$ cat config.mk
export PLATFORM = sky130hd
export DESIGN_NAME = bit_serializer
export DESIGN_NICKNAME = d
export VERILOG_FILES = /design/src/rtl/bit_serializer.sv
export SDC_FILE = /design/constraint.sdc
export NUM_CORES = 1
export LEC_CHECK = 0
export BUFFER_PORTS_ARGS = -buffer_cell sky130_fd_sc_hd__buf_2
export CAP_MARGIN = 5
export CELL_PAD_IN_SITES_DETAIL_PLACEMENT = 1
export CELL_PAD_IN_SITES_GLOBAL_PLACEMENT = 2
export CORE_MARGIN = 10
export CORE_UTILIZATION = 34
export DETAILED_ROUTE_END_ITERATION = 10
export PLACE_DENSITY = 0.8
export SLEW_MARGIN = 20
export SYNTH_ARGS = -nofsm -noshare
export SYNTH_HDL_FRONTEND = slang
export SYNTH_SLANG_ARGS = --single-unit
$ cat constraint.sdc
create_clock -name clk -period 1.9 [get_ports clk]
set_input_delay 0.19 -clock clk [delete_from_list [all_inputs] [get_ports clk]]
set_output_delay 0.19 -clock clk [all_outputs]
set_load 0.1 [all_outputs]
$ cat src/rtl/bit_serializer.sv
// bit_serializer: LSB-first parallel-to-serial transmitter with a one-word holding buffer.
// Defining BIT_SERIALIZER_PARITY_EN appends an even-parity bit to every word.
module bit_serializer #(
    parameter int   WIDTH    = 8,
    parameter logic IDLE_BIT = 1'b0
) (
    input  logic             clk,
    input  logic             rst,
    input  logic [WIDTH-1:0] in_data,
    input  logic             in_valid,
    output logic             in_ready,
    output logic             data,
    output logic             data_valid,
    output logic             last,
    output logic             busy
);
    localparam int            CW       = $clog2(WIDTH + 1);
    localparam logic [CW-1:0] LAST_CNT = CW'(WIDTH - 1);
    localparam logic [1:0]    S_IDLE   = 2'd0;
    localparam logic [1:0]    S_SHIFT  = 2'd1;
`ifdef BIT_SERIALIZER_PARITY_EN
    localparam logic [1:0]    S_PARITY = 2'd2;
`else
    localparam logic [CW-1:0] PRE_LAST = CW'(WIDTH - 2);
`endif

    logic [1:0]       r_state;
    logic [WIDTH-1:0] r_hold;
    logic             r_hold_full;
    logic [WIDTH-1:0] r_shift;
    logic [CW-1:0]    r_cnt;
    logic             r_data;
    logic             r_data_valid;
    logic             r_last;
`ifdef BIT_SERIALIZER_PARITY_EN
    logic             r_par;
`endif
    logic             w_take;
    logic             w_word_end;
    logic             w_done;
    logic             w_load;
    logic [WIDTH-1:0] w_word;

    assign in_ready   = ~r_hold_full & ~rst;
    assign w_take     = in_valid & in_ready;
    // the payload MSB is on the output this cycle
    assign w_word_end = (r_state == S_SHIFT) & (r_cnt == LAST_CNT);
`ifdef BIT_SERIALIZER_PARITY_EN
    assign w_done     = r_state == S_PARITY;
`else
    assign w_done     = w_word_end;
`endif
    // a word finishing can reload straight from the input when the buffer is empty, so no gap appears
    assign w_load     = ((r_state == S_IDLE) & r_hold_full) | (w_done & (r_hold_full | w_take));
    assign w_word     = r_hold_full ? r_hold : in_data;

    assign data       = r_data;
    assign data_valid = r_data_valid;
    assign last       = r_last;
    assign busy       = (r_state != S_IDLE) | r_hold_full;

    // Holding buffer payload: captured on every handshake
    always_ff @(posedge clk) begin
        if (w_take) r_hold <= in_data;
    end

    // Holding buffer occupancy: fills on handshake, empties when its word moves to the shift register
    always_ff @(posedge clk) begin
        if (rst) r_hold_full <= 1'b0;
        else     r_hold_full <= w_take ? ~w_load : (r_hold_full & ~w_load);
    end

    // Transmit FSM: bit0 is driven on the load edge itself, then one bit per edge
    always_ff @(posedge clk) begin
        if (rst) begin
            r_state      <= S_IDLE;
            r_shift      <= '0;
            r_cnt        <= '0;
            r_data       <= IDLE_BIT;
            r_data_valid <= 1'b0;
            r_last       <= 1'b0;
        end else if (w_load) begin
            r_state      <= S_SHIFT;
            r_shift      <= w_word >> 1;
            r_cnt        <= '0;
            r_data       <= w_word[0];
            r_data_valid <= 1'b1;
            r_last       <= 1'b0;
`ifdef BIT_SERIALIZER_PARITY_EN
            r_par        <= ^w_word;
`endif
        end else if (w_done) begin
            r_state      <= S_IDLE;
            r_data       <= IDLE_BIT;
            r_data_valid <= 1'b0;
            r_last       <= 1'b0;
`ifdef BIT_SERIALIZER_PARITY_EN
        end else if (w_word_end) begin
            r_state      <= S_PARITY;
            r_data       <= r_par;
            r_last       <= 1'b1;
`endif
        end else if (r_state == S_SHIFT) begin
            r_shift      <= r_shift >> 1;
            r_cnt        <= r_cnt + 1'b1;
            r_data       <= r_shift[0];
`ifdef BIT_SERIALIZER_PARITY_EN
            r_last       <= 1'b0;
`else
            r_last       <= r_cnt == PRE_LAST;
`endif
        end
    end
endmodule

== After elaboration in Yosys (flattened, before gate mapping) ==
Index checks and enable logic that the tools add are counted.
W data, S select, Z words.
Storage, ports and cells
  word-level logic and storage cells: 45
  bits in registers: 24
  input port bits: 11
Cells by class
  equality and inequality tests: 3
  multiplexer cells: 12
  bitwise logic cells: 13
  $add $sub $neg: 1
  reductions and logical operators: 8
Operators with widths (count)
  $mux W7: 3
  $eq A4 B3 Y1 const B: 2
  $mux W1: 8
  $mux W8: 1
  $and A1 B1 Y1: 6
  $add A4 B1 Y4 const B: 1
  $not A1 Y1: 4
  $reduce_and A2 Y1: 2
  $reduce_bool A2 Y1: 2
  $or A1 B1 Y1: 3
  $reduce_bool A3 Y1: 1
  $reduce_or A3 Y1: 1
  $logic_not A2 Y1: 1
  $ne A2 B1 Y1 const B: 1
  $reduce_or A2 Y1: 1

== Logic depth before layout (Yosys ltp) ==
  depth after elaboration: 9
  gate-level depth with buffers: 7

== Worst setup path before layout ==
Ideal clock, no wire load.
  path type: reg2reg
  start: register r_hold_full
  end: register r_hold[0] (enable)
  stages on the path, launching flop included: 5
  data required time: 1567 ps
  path slack: -794 ps
  clock period less this slack: 2694 ps
  data arrival time: 2362 ps
  path through: dfxtp_1 buf_2 buf_2 nor2_1 and2_1
Between the ends
  cells in the longest elaborated chain, start to end: 3
RTL lines
  from (decl): line 29  | logic r_hold_full;
  from (signal assigned): line 70  | else r_hold_full <= w_take ? ~w_load : (r_hold_full & ~w_load);
  $not A1 Y1: line 44  | assign in_ready = ~r_hold_full & ~rst;
  $and A1 B1 Y1: line 44
  named net in_ready: line 11  | output logic in_ready,
  $and A1 B1 Y1: line 45  | assign w_take = in_valid & in_ready;
  named net w_take: line 38  | logic w_take;
  to (signal assigned): line 64  | if (w_take) r_hold <= in_data;
  to (decl): line 28  | logic [WIDTH-1:0] r_hold;
The timed path passes the listed nets, and every way through them passes these cells.
A chain may end at the register's enable or synchronous reset.

== Worst setup path in the final report ==
  start: register r_cnt[0]
  end: register r_cnt[3]
Between the ends
  cells in the longest elaborated chain, start to end: 5
  elaborated cells on any way between the ends: 8
  classes of those cells: add/sub (1); eq/ne (1); bitwise (4); reduce/logical (2)
RTL lines
  from (decl): line 31  | logic [CW-1:0] r_cnt;
  from (signal assigned): line 105  | r_cnt <= r_cnt + 1'b1;
  $eq A4 B3 Y1: line 47  | assign w_word_end = (r_state == S_SHIFT) & (r_cnt == LAST_CNT);
  $and A1 B1 Y1: line 47
  $and A1 B1 Y1: line 54  | assign w_load = ((r_state == S_IDLE) & r_hold_full) | (w_done & (r_hold_full | w_take));
  $or A1 B1 Y1: line 54
  $reduce_or A2 Y1 (no line)
Parallel ways exist; a longest one is shown, timed or not.

==> impl_metrics.csv <==
group,metric,value,unit
timing,slew_headroom,67.8,%
timing,min_period,1.60,ns
die,start_util,34.7,%
drt,drt-wirelength-per-cell,15.6,microns
synthesis,synth_top_family_by_area,"compound AO/OA/AOI/OAI gates",
timing,setup_slack,0.304,ns
die,core_region_area,3000,sq um
synthesis,syn-num-nets,114,
worst_setup_path,reg2reg_from,"r_cnt[0]$_SDFFE_PP0P_",
synthesis,ys_types,30,
drt,wirelength,2340,microns
die,dieHeight,75.4,microns
synthesis,synth_ff_type,"dfxtp_1",
clocking,cts_tree,"built",
synthesis,synth_area_leaders,"dfxtp_1 (29%), edfxtp_1 (23%), mux2i_1 (6.7%), a21oi_1 (4.3%), o211ai_1 (4.3%)",
min_path,hp-class,"in -> reg",
pwr,leakagePower,0.436,nW
clocking,max-clock-path-buffers,2,
synthesis,synth_fa_ha_area_share,2.40,%
synthesis,yosysTopAreaCell,"dfxtp_1",
finish,drive_above_1_share,24.8,%
placement,place_area,1160,sq um
timing,worstMarginPinSlew,0.487,ns
synthesis,ys_ff_latch,23,
finish,finalNetCount,131,
pwr,p_seq_share,53.2,%
finish,syn_to_final_growth,14.3,%
synthesis,synth_edf_count,8,
drt,num_vias,797,
worst_setup_path,worstPathMaxFanout,11,
global_routing,grt_overflow,0,
global_routing,grt_pass1_vias,829,
global_routing,grt_pass1_wl,3920,microns
placement,place_ws,0.319,ns
global_routing,globalRouteTotalUtil,8.77,%
min_path,worstHoldStart,"in_data[0]",
clocking,clk_pin_slew,0.13,ns
worst_setup_path,cp_cell_sequence,"ha_1, nand3b_1, nand2_1, or3_1, a31oi_1",
synthesis,ys_seq_area_share,51.9,%
pwr,switching_share,32.6,%
synthesis,synthMuxAreaShare,7.80,%
drt,antenna_left,0,
worst_setup_path,critPathTopFamily,"simple AND/OR/NAND/NOR gates",
worst_setup_path,worstSetupPathType,"reg -> reg",
synthesis,avgSynthCellArea,10.3,sq um
die,die-width,75.4,microns
global_routing,antenna_found_initial,0,
worst_setup_path,worst_setup_path_start_kind,"register",
die,rows,20,
min_path,hold_end,"r_hold[0]$_DFFE_PP_",
min_path,min_path_cells,1,
clocking,cts.sinks,23,
clocking,cts_resized,0,
synthesis,synth_cells,101,
pwr,power.density,897,nW/um^2
global_routing,grt_max_degree,17,
clocking,cts_htree_levels,1,
synthesis,synth-compound-area-share,19.2,%
synthesis,yosysWarnings,0,
worst_setup_path,end_kind,"register",
worst_setup_path,ff2ff_setup_slack,0.30,ns
timing,fin_tns_setup,0,ns
status,run_status,"finished clean",
worst_setup_path,reg2regPathDepth,5,
finish,instances_no_fill,150,
pwr,p_total,1.07,mW
drt,drc,0,
timing,rsz0062_at_grt,"false",
pwr,p_int,0.720,mW
synthesis,synth-xor-area-share,0,%
timing,fmax,627,MHz
pwr,power_switching,0.349,mW
placement,dp_hpwl,1680,microns
worst_setup_path,critPathRequiredTime,2.15,ns
worst_setup_path,path_depth,5,
finish,diodes,0,
clocking,clock_latency,0.31,ns
die,die_area,5680,sq um
placement,place.gp.congestion,0.743,
clocking,root_buffer,"clkbuf_4",
worst_setup_path,worstReg2RegEnd,"r_cnt[3]$_SDFFE_PP0P_",
pwr,pwr-share-comb,25.1,%
die,pin_count,16,
placement,io_buffers,15,
timing,setup-violations-final,0,
drt,firstDrtPassIters,4,
flow_run,drv_cap,0,
finish,fillers,349,
placement,place_inst,146,
clocking,cts_made_buffers,3,
synthesis,syn_area,1040,sq um
synthesis,yosys.area_share.simple,13.4,%
finish,finish.instance_area,1190,sq um
pwr,pwr-share-clk,21.7,%
timing,finalCritPeriodShare,84.0,%
worst_setup_path,arrival,1.85,ns
timing,finalHoldViolations,0,
drt,dr.first_iter.drc_count,61,
synthesis,postSynth.asyncResetShare,0,%
synthesis,synth_top_area_share,28.8,%
worst_setup_path,crit_buf_inv,0,
worst_setup_path,slowest_stage,"or3_1",
pwr,power.ir.vdd_worst,455,uV
worst_setup_path,cpPeakStageDelay,0.43,ns
clocking,post-cts-setup-buffers,0,
timing,maxSlewViolCount,0,
timing,clock_skew,0.00704,ns
drt,avgViaCountPerCell,5.31,
clocking,cts_hold_buf,0,
==> how the worst max path moves through the flow <==
stage | slack, ns | endpoint | start
floorplan | 0.04 | r_hold[0]$_DFFE_PP_ | r_hold_full$_SDFF_PP0_
global placement | 0.38 | r_cnt[3]$_SDFFE_PP0P_ | r_cnt[0]$_SDFFE_PP0P_
detailed placement | 0.32 | r_cnt[3]$_SDFFE_PP0P_ | r_cnt[0]$_SDFFE_PP0P_
CTS | 0.31 | r_cnt[3]$_SDFFE_PP0P_ | r_cnt[0]$_SDFFE_PP0P_
global route | 0.15 | r_cnt[3]$_SDFFE_PP0P_ | r_cnt[0]$_SDFFE_PP0P_
finish | 0.30 | r_cnt[3]$_SDFFE_PP0P_ | r_cnt[0]$_SDFFE_PP0P_
==> cell usage after synthesis (2+ instances only) <==
cell type and instances:
nand3_1 3, clkbuf_1 2, edfxtp_1 8, nand2_1 11, o21ai_0 7, inv_1 2
buf_2 2, mux2i_1 7, buf_6 2, nor2_1 7, o211ai_1 6, ha_1 2
nand3b_1 2, dfxtp_1 15, a211oi_1 2, a21oi_1 9
==> state kept, by name, indices dropped and copies added (netlist names) <==
register / count
data: 1
r_cnt: 4
last: 1
r_hold_full: 1
data_valid: 1
r_shift: 7
r_hold: 8
==> final cells by class <==
type | count | area [sq um] | share of cell area (%)
Multi-Input combinational cell | 69 | 454 | 38.1
Clock buffer | 4 | 26.3 | 2.21
Timing Repair Buffer | 19 | 120 | 10.1
Tap cell | 33 | 41.3 | 3.47
Inverter | 2 | 7.51 | 0.630
Sequential cell | 23 | 542 | 45.5
==> layout by cell type, fill, tap and decap left out <==
cell	instances
dfxtp_1	14
buf_2	14
nand2_1	11
a21oi_1	9
edfxtp_1	8
mux2i_1	7
o21ai_0	7
nor2_1	6
o211ai_1	6
buf_4	4
nand3_1	3
clkbuf_4	3
inv_1	2
nand3b_1	2
a211oi_1	2
ha_1	2
nor2_4	1
and2_1	1
or2_2	1
and3b_1	1
or2_4	1
nor2b_1	1
a2111oi_2	1
or3_1	1
a211oi_2	1
a31oi_1	1
mux2_2	1
a311oi_1	1
a32oi_1	1
a2bb2oi_1	1
clkbuf_1	1
dfxtp_2	1
buf_12	1
==> through the flow <==
step / utilization (%) / hold slack (ns)
finish: 39.7 / 0.0531
global route: 39.7 / 0.0412
CTS: 39.7 / 0.0432
detailed placement: 38.8 / 0.382
global placement: 38.8 / 0.381
floorplan: - / 0.289
==> kinds of logic after synthesis <==
| kind of cell | Yosys count |
|---|---|
| multiplexers | 8 |
| buffers and inverters | 9 |
| adder cells (fa/ha/maj) | 2 |
| AND/OR/NAND/NOR | 29 |
| flip-flops | 23 |
| AO/OA/AOI/OAI | 30 |
==> metal layers <==
layer | track usage [%] | vias up | part of all wire [%]
met3 | 3.39 | 2 | 4.5
met5 | 0 | - | 0
li1 | - | 402 | -
met1 | 10.7 | 380 | 46
met4 | 1.24 | 0 | 0.51
met2 | 14.5 | 13 | 49
==> power by group through the flow <==
stage          registers [mW]  logic (mW)  clock network (mW)
5_1_grt                 0.574       0.292               0.258
6_report                0.569       0.268               0.232
4_1_cts                 0.568       0.272               0.243
3_5_place_dp            0.579       0.270                   0
2_1_floorplan           0.611       0.172                   0
3_3_place_gp            0.577       0.267                   0
No activity file was read; power rests on OpenSTA's default activity.
